**src/rtl/instr_fetch_unit.sv**
```systemverilog
// Instruction fetch unit: one outstanding memory read at a time, feeding a
// single-entry instruction register with a valid/ready handoff and redirect flush.
module instr_fetch_unit #(
  parameter int            AW       = 16,
  parameter logic [AW-1:0] RESET_PC = '0
) (
  input  logic          clk,
  input  logic          rst,
  output logic          mem_req,
  output logic [AW-1:0] mem_addr,
  input  logic          mem_ack,
  input  logic [15:0]   mem_rdata,
  output logic          ir_valid,
  input  logic          ir_ready,
  output logic [7:0]    ir_opcode,
  output logic [7:0]    ir_operand,
  output logic [AW-1:0] ir_pc,
  input  logic          redirect,
  input  logic [AW-1:0] redirect_pc
);

  typedef enum logic [1:0] {
    S_FETCH = 2'd0,
    S_HOLD  = 2'd1,
    S_DRAIN = 2'd2
  } state_t;

  state_t        r_state;
  state_t        w_next_state;
  logic          r_run;
  logic [AW-1:0] r_pc;
  logic [AW-1:0] r_tgt;
  logic [AW-1:0] r_ir_pc;
  logic [15:0]   r_ir;
  logic [AW-1:0] w_pc_next;
  logic [AW-1:0] w_tgt_next;
  logic          w_load_ir;
  logic          w_ack;

  // r_run keeps the request low until the first edge after reset release,
  // so an ack seen before any request was issued is never taken as data.
  assign w_ack = mem_ack & r_run;

  always_ff @(posedge clk or posedge rst) begin
    if (rst) begin
      r_state <= S_FETCH;
    end else begin
      r_state <= w_next_state;
    end
  end

  always_comb begin
    w_next_state = r_state;
    w_pc_next    = r_pc;
    w_tgt_next   = r_tgt;
    w_load_ir    = 1'b0;
    case (r_state)
      S_FETCH: begin
        if (redirect) begin
          if (w_ack || !r_run) begin
            w_pc_next = redirect_pc;
          end else begin
            // Request stays on the bus at the old address until its ack is absorbed.
            w_next_state = S_DRAIN;
            w_tgt_next   = redirect_pc;
          end
        end else if (w_ack) begin
          w_load_ir    = 1'b1;
          w_pc_next    = r_pc + AW'(1);
          w_next_state = S_HOLD;
        end
      end
      S_HOLD: begin
        if (redirect) begin
          w_pc_next    = redirect_pc;
          w_next_state = S_FETCH;
        end else if (ir_ready) begin
          w_next_state = S_FETCH;
        end
      end
      S_DRAIN: begin
        if (redirect) begin
          w_tgt_next = redirect_pc;
        end
        if (w_ack) begin
          w_pc_next    = redirect ? redirect_pc : r_tgt;
          w_next_state = S_FETCH;
        end
      end
      default: begin
        w_next_state = S_FETCH;
      end
    endcase
  end

  always_ff @(posedge clk or posedge rst) begin
    if (rst) begin
      r_run   <= 1'b0;
      r_pc    <= RESET_PC;
      r_tgt   <= RESET_PC;
      r_ir    <= '0;
      r_ir_pc <= '0;
    end else begin
      r_run <= 1'b1;
      r_pc  <= w_pc_next;
      r_tgt <= w_tgt_next;
      if (w_load_ir) begin
        r_ir    <= mem_rdata;
        r_ir_pc <= r_pc;
      end
    end
  end

  assign mem_req    = r_run & (r_state != S_HOLD);
  assign mem_addr   = r_pc;
  assign ir_valid   = (r_state == S_HOLD);
  assign ir_opcode  = r_ir[15:8];
  assign ir_operand = r_ir[7:0];
  assign ir_pc      = r_ir_pc;

endmodule

```
**config.mk**
```make
export PLATFORM = sky130hd
export DESIGN_NAME = instr_fetch_unit
export DESIGN_NICKNAME = d
export VERILOG_FILES = /design/src/rtl/instr_fetch_unit.sv
export SDC_FILE = /design/constraint.sdc
export NUM_CORES = 1
export LEC_CHECK = 0
export ABC_AREA = 1
export CAP_MARGIN = 30
export CORE_ASPECT_RATIO = 0.7
export CORE_MARGIN = 2
export CORE_UTILIZATION = 30
export DETAILED_ROUTE_END_ITERATION = 10
export GPL_ROUTABILITY_DRIVEN = 1
export GPL_TIMING_DRIVEN = 0
export SYNTH_ARGS = -nofsm -noshare
export SYNTH_HDL_FRONTEND = slang
export SYNTH_SLANG_ARGS = --single-unit
```
**constraint.sdc**
```tcl
create_clock -name clk -period 2.2 [get_ports clk]
set_input_delay 0.55 -clock clk [delete_from_list [all_inputs] [get_ports clk]]
set_output_delay 0.55 -clock clk [all_outputs]
set_load 0.02 [all_outputs]
```
Word-level counts from Yosys, hierarchy flattened
Cells that the tools add are included.
- input bits: 37
- register bits: 67
- output and inout bits: 50
- logic and storage cells: 48
- muxes and demuxes: 20
- add/subtract/negate cells: 1
- equal/unequal tests: 11
- bitwise gates (word level): 2
- reductions and logical operators: 8
- operators with widths (cell ; count):
    $mux 16 ; 8
    $pmux 16 s3 ; 1
    $pmux 16 s2 ; 1
    $add 16x1->16 const B ; 1
    $mux 2 ; 6
    $ne 3x3->1 const B ; 3
    $ne 2x2->1 const B ; 3
    $pmux 2 s3 ; 1
    $reduce_and 5->1 ; 1
    $ne 2x1->1 const B ; 2
    $reduce_and 4->1 ; 1
    $mux 1 ; 3
    $ne 3x1->1 const B ; 1
    $reduce_and 3->1 ; 1
    $reduce_bool 3->1 ; 1
    $and 1x1->1 ; 2
    $eq 2x1->1 const B ; 1
    $eq 2x2->1 const B ; 1
    $logic_not 2->1 ; 1
    $reduce_bool 2->1 ; 1
    $logic_not 1->1 ; 1
    $logic_or 1x1->1 ; 1

Logic depth before layout (Yosys ltp)
- depth in word-level cells: 5
- mapped depth: 11
- mapped depth without buffers: 11

Least setup slack after synthesis
No wires, ideal clock.
- path kind: register to output
- from: register r_state[1]
- to: output mem_req
- data arrival time: 1.424 ns
- cell stages (with the launch flop): 6
- buffers on the path: 2
- required time: 1.650 ns
- slack: 0.226 ns
- path through: dfrtp_1 inv_1 ha_1 buf_2 clkbuf_1 nor2_1
- cells in the longest elaborated chain, start to end: 2
- ends and longest elaborated chain (element ; RTL line ; text):
    from (decl) ; 28 ; state_t r_state;
    from (signal assigned) ; 48 ; r_state <= w_next_state;
    $ne 2x1->1 ; 114 ; assign mem_req = r_run & (r_state != S_HOLD);
    $and 1x1->1 ; 114 ;
    to (decl) ; 9 ; output logic mem_req,
Every way passes these cells.

Final worst setup path
Ends and elaborated chain as after synthesis.

==> impl_results.md <==
* WP data required at 1.65 ns
* # diodes at 0
* Via count at 3546
* Largest family of logic cells by synthesized area: simple AND/OR/NAND/NOR gates
* Worst R2R Path Depth at 6
* Clock Tree Buf Depth at 2
* Antenna-violating nets left at 0
* Worst hold path stage count at 1
* Relative slew slack at 42.8%
* Distinct cell type count of the synthesized netlist at 30
* Register bit count reported by yosys at 67
* # rows at 33
* Final worst setup slack at 0.148 ns
* Clock tree from TritonCTS: built
* GR Util All Layers at 17.7%
* I/O pin count at 87
* Nets at 608
* Clk_skew at 0.00413 ns
* Overall Power at 7820 uW
* Hold Crit Class: flip-flop to flip-flop
* Compound-Gate Fraction of Synth Area at 15.1%
* GPL Wtd Cong at 0.885
* Share of layout cells above drive strength 1 at 7.89%
* Max-slew violations at 0
* Mapped Area at 3630 sq um
* Root Driver: clkbuf_16
* Hold_sp: r_ir[3]
* Pleak at 0.00226 uW
* Critical R2R Launch: r_state[0]
* Synth top area share at 46.2%
* Reg2reg setup slack at 0.17 ns
* Synth-to-layout area growth at 38.5%
* DRT iter0 DRCs at 319
* Final Hold Fails at 0
* RR Endpoint: mem_addr[2]
* Multiplexer share of the synthesized area at 4.97%
* Kind of critical path: flip-flop to primary output
* Worst slew pin tran at 0.857 ns
* Die H at 96.0 um
* Adder-cell share of the synthesized area at 1.72%
* Crit path capture type: primary output
* Status: completed
* DR vias/cell at 4.88
* Initial antenna violation count at 0
* Sequential area share after synthesis at 46.2%
* Largest net degree at the start of global routing at 38
* Crit path launch type: flip-flop
* Htree depth at 3
* Die Wd at 135 um
* I/O Buffers at 86
* Detailed Place HPWL at 8210 um
* Register cell area after layout at 1680 sq um
* Synth area leaders: dfrtp_1 (46%), nand2_1 (16%), a21oi_1 (6.9%)
* CTS Buf Count at 9
* Total global routing overflow at 0
* # fillers at 1168
* Setup TNS Final at 0 ns
* Clk Latency, worst-skew pair at 0.33 ns
* Final hold slack at 0.489 ns
* CORE AREA at 11800 sq um
* Wirelength per Cell at 15.0 um
* Final setup viols at 0
* Maxcap violations at 0
* Fin crit period at 2.05 ns
* Die Area at 13000 sq um
* Synth Area per Inst at 7.74 sq um
* Initial Util at 30.8%
* TritonCTS Sinks at 67
* Worst Hold Path EP: r_ir[3]
* Max VDD drop at 0.000624 V
* Synth area leader: dfrtp_1
* XOR/XNOR Fraction of Synth Area at 0.241%
* RSZ-0062 raised after global routing: false
* Residual DRC at 0
* Peak fanout along the critical path at 19
* Fmax achieved at 0.487 GHz
* Global-route wire length before repair at 17800 um
* Simple-Gate Fraction of Synth Area at 24.9%
* Power per cell area at 1560 nW/um^2
* WP data arrival at 1.50 ns
* Area of the multi-input gates at 1710 sq um
* Post-Syn Nets at 511
* Total Routed Length at 10900 um
* Vias in the first global route at 3507
* Final period util at 93.3%
* DP Worst Slack at -0.387 ns
* Syn Inst Count at 469
* Yosys warnings at 0
* Worst-path clk slew at 0.05 ns
* Drt first pass iters at 5
-- power breakdown --
part | leakage (uW) | internal (uW) | switching (uW)
Clock | 0.000144 | 986 | 546
Combinational | 0.00131 | 1680 | 2340
Sequential | 0.000810 | 1830 | 441
-- layout by cell type, fill, tap and decap left out --
cell / Yosys / routed
nand2_1: 158 / 158
clkdlybuf4s50_1: 0 / 84
dfrtp_1: 67 / 67
a21oi_1: 50 / 50
nor2_1: 34 / 34
nand3_1: 27 / 27
inv_1: 26 / 25
o21ai_1: 21 / 21
mux2_1: 16 / 16
o21ai_0: 12 / 12
buf_2: 11 / 11
a31oi_1: 10 / 10
clkbuf_16: 0 / 9
buf_4: 4 / 5
clkinvlp_4: 0 / 5
clkbuf_1: 6 / 5
ha_1: 5 / 5
inv_2: 2 / 2
nand2_2: 2 / 2
buf_6: 2 / 2
a211oi_1: 2 / 2
o22ai_1: 2 / 2
nand4_1: 2 / 2
bufinv_16: 0 / 2
nor2_2: 1 / 1
inv_4: 1 / 1
a21oi_4: 1 / 1
nand3_4: 1 / 1
o211ai_1: 1 / 1
xor2_1: 1 / 1
o221ai_1: 1 / 1
o21ai_2: 1 / 1
clkinv_4: 0 / 1
buf_12: 0 / 1
dlymetal6s2s_1: 0 / 1
conb_1: 1 / 1
-- cell usage after synthesis, drive strengths merged --
cell and number:
a211oi 2, a21oi 51, a31oi 10, buf 17
clkbuf 6, clkinv 1, conb 1, dfrtp 67
ha 5, inv 29, mux2 16, nand2 160
nand3 28, nand4 2, nor2 35, o211ai 1
o21ai 34, o221ai 1, o22ai 2, xor2 1
-- flip-flops by register name, summed over array words and instances, names as in the netlist --
name,count
r_tgt,16
r_ir,16
r_state,2
r_run,1
ir_pc,16
mem_addr,16
-- per-layer routing --
| layer | wire length, um | global-route usage, % |
|---|---|---|
| met4 | 103 | 5.12 |
| met1 | 5400 | 25.5 |
| met3 | 813 | 4.16 |
| met2 | 4580 | 26.5 |
| met5 | 0 | 0 |
-- stage by stage --
stage               util [%]  cells  area (sq um)
global placement        39.9    712          4690
finish                  42.7    727          5030
CTS                     42.7    727          5030
floorplan                  -    469          3630
global route            42.7    727          5030
detailed placement      40.0    713          4710
-- layout make-up --
cell class | count | share of cell area (%)
timing repair buffer | 87 | 17.5
tap | 157 | 3.91
clock buffer | 9 | 4.48
buffer | 22 | 2.56
sequential | 67 | 33.4
inverter | 30 | 2.44
clock inverter | 6 | 1.82
multi-input combinational | 349 | 34.0
-- worst max path at each step --
stage / start / endpoint / slack [ns] / cells after the start
6_report: r_state[1] / mem_req / 0.15 / 5
5_1_grt: r_state[0] / r_tgt[9] / 0.002 / 7
4_1_cts: r_state[1] / mem_req / 0.02 / 5
3_5_place_dp: r_state[1] / mem_req / -0.39 / 6
3_3_place_gp: r_state[1] / mem_req / -0.43 / 6
2_1_floorplan: r_state[1] / mem_req / 0.23 / 5
-- logic make-up (layout without fill, tap and decap cells) --
| group | Yosys count | in the layout |
|---|---|---|
| multiplexers | 16 | 16 |
| XOR/XNOR | 1 | 1 |
| AO/OA/AOI/OAI | 101 | 101 |
| adder cells (fa/ha/maj) | 5 | 5 |
| AND/OR/NAND/NOR | 225 | 225 |
| other | 1 | 1 |
| buffers and inverters | 53 | 154 |
| flip-flops | 67 | 67 |
-- what timing repair did --
item,4_1_cts,5_1_grt
endpoints found under the setup margin,1,3
resized for setup,4,3
buffers inserted,0,0
hold buffers,0,0
hold endpoints to repair,0,0
cloned,0,0
pin swaps,0,0
-- worst max-delay path, cell delays in order (launching register included) --
cell     delay (ns)
dfrtp_1        0.38
inv_1          0.07
ha_1           0.19
buf_4          0.21
nor2_1         0.13
buf_2          0.17
Note: power is estimated with default switching activity, not from simulation.
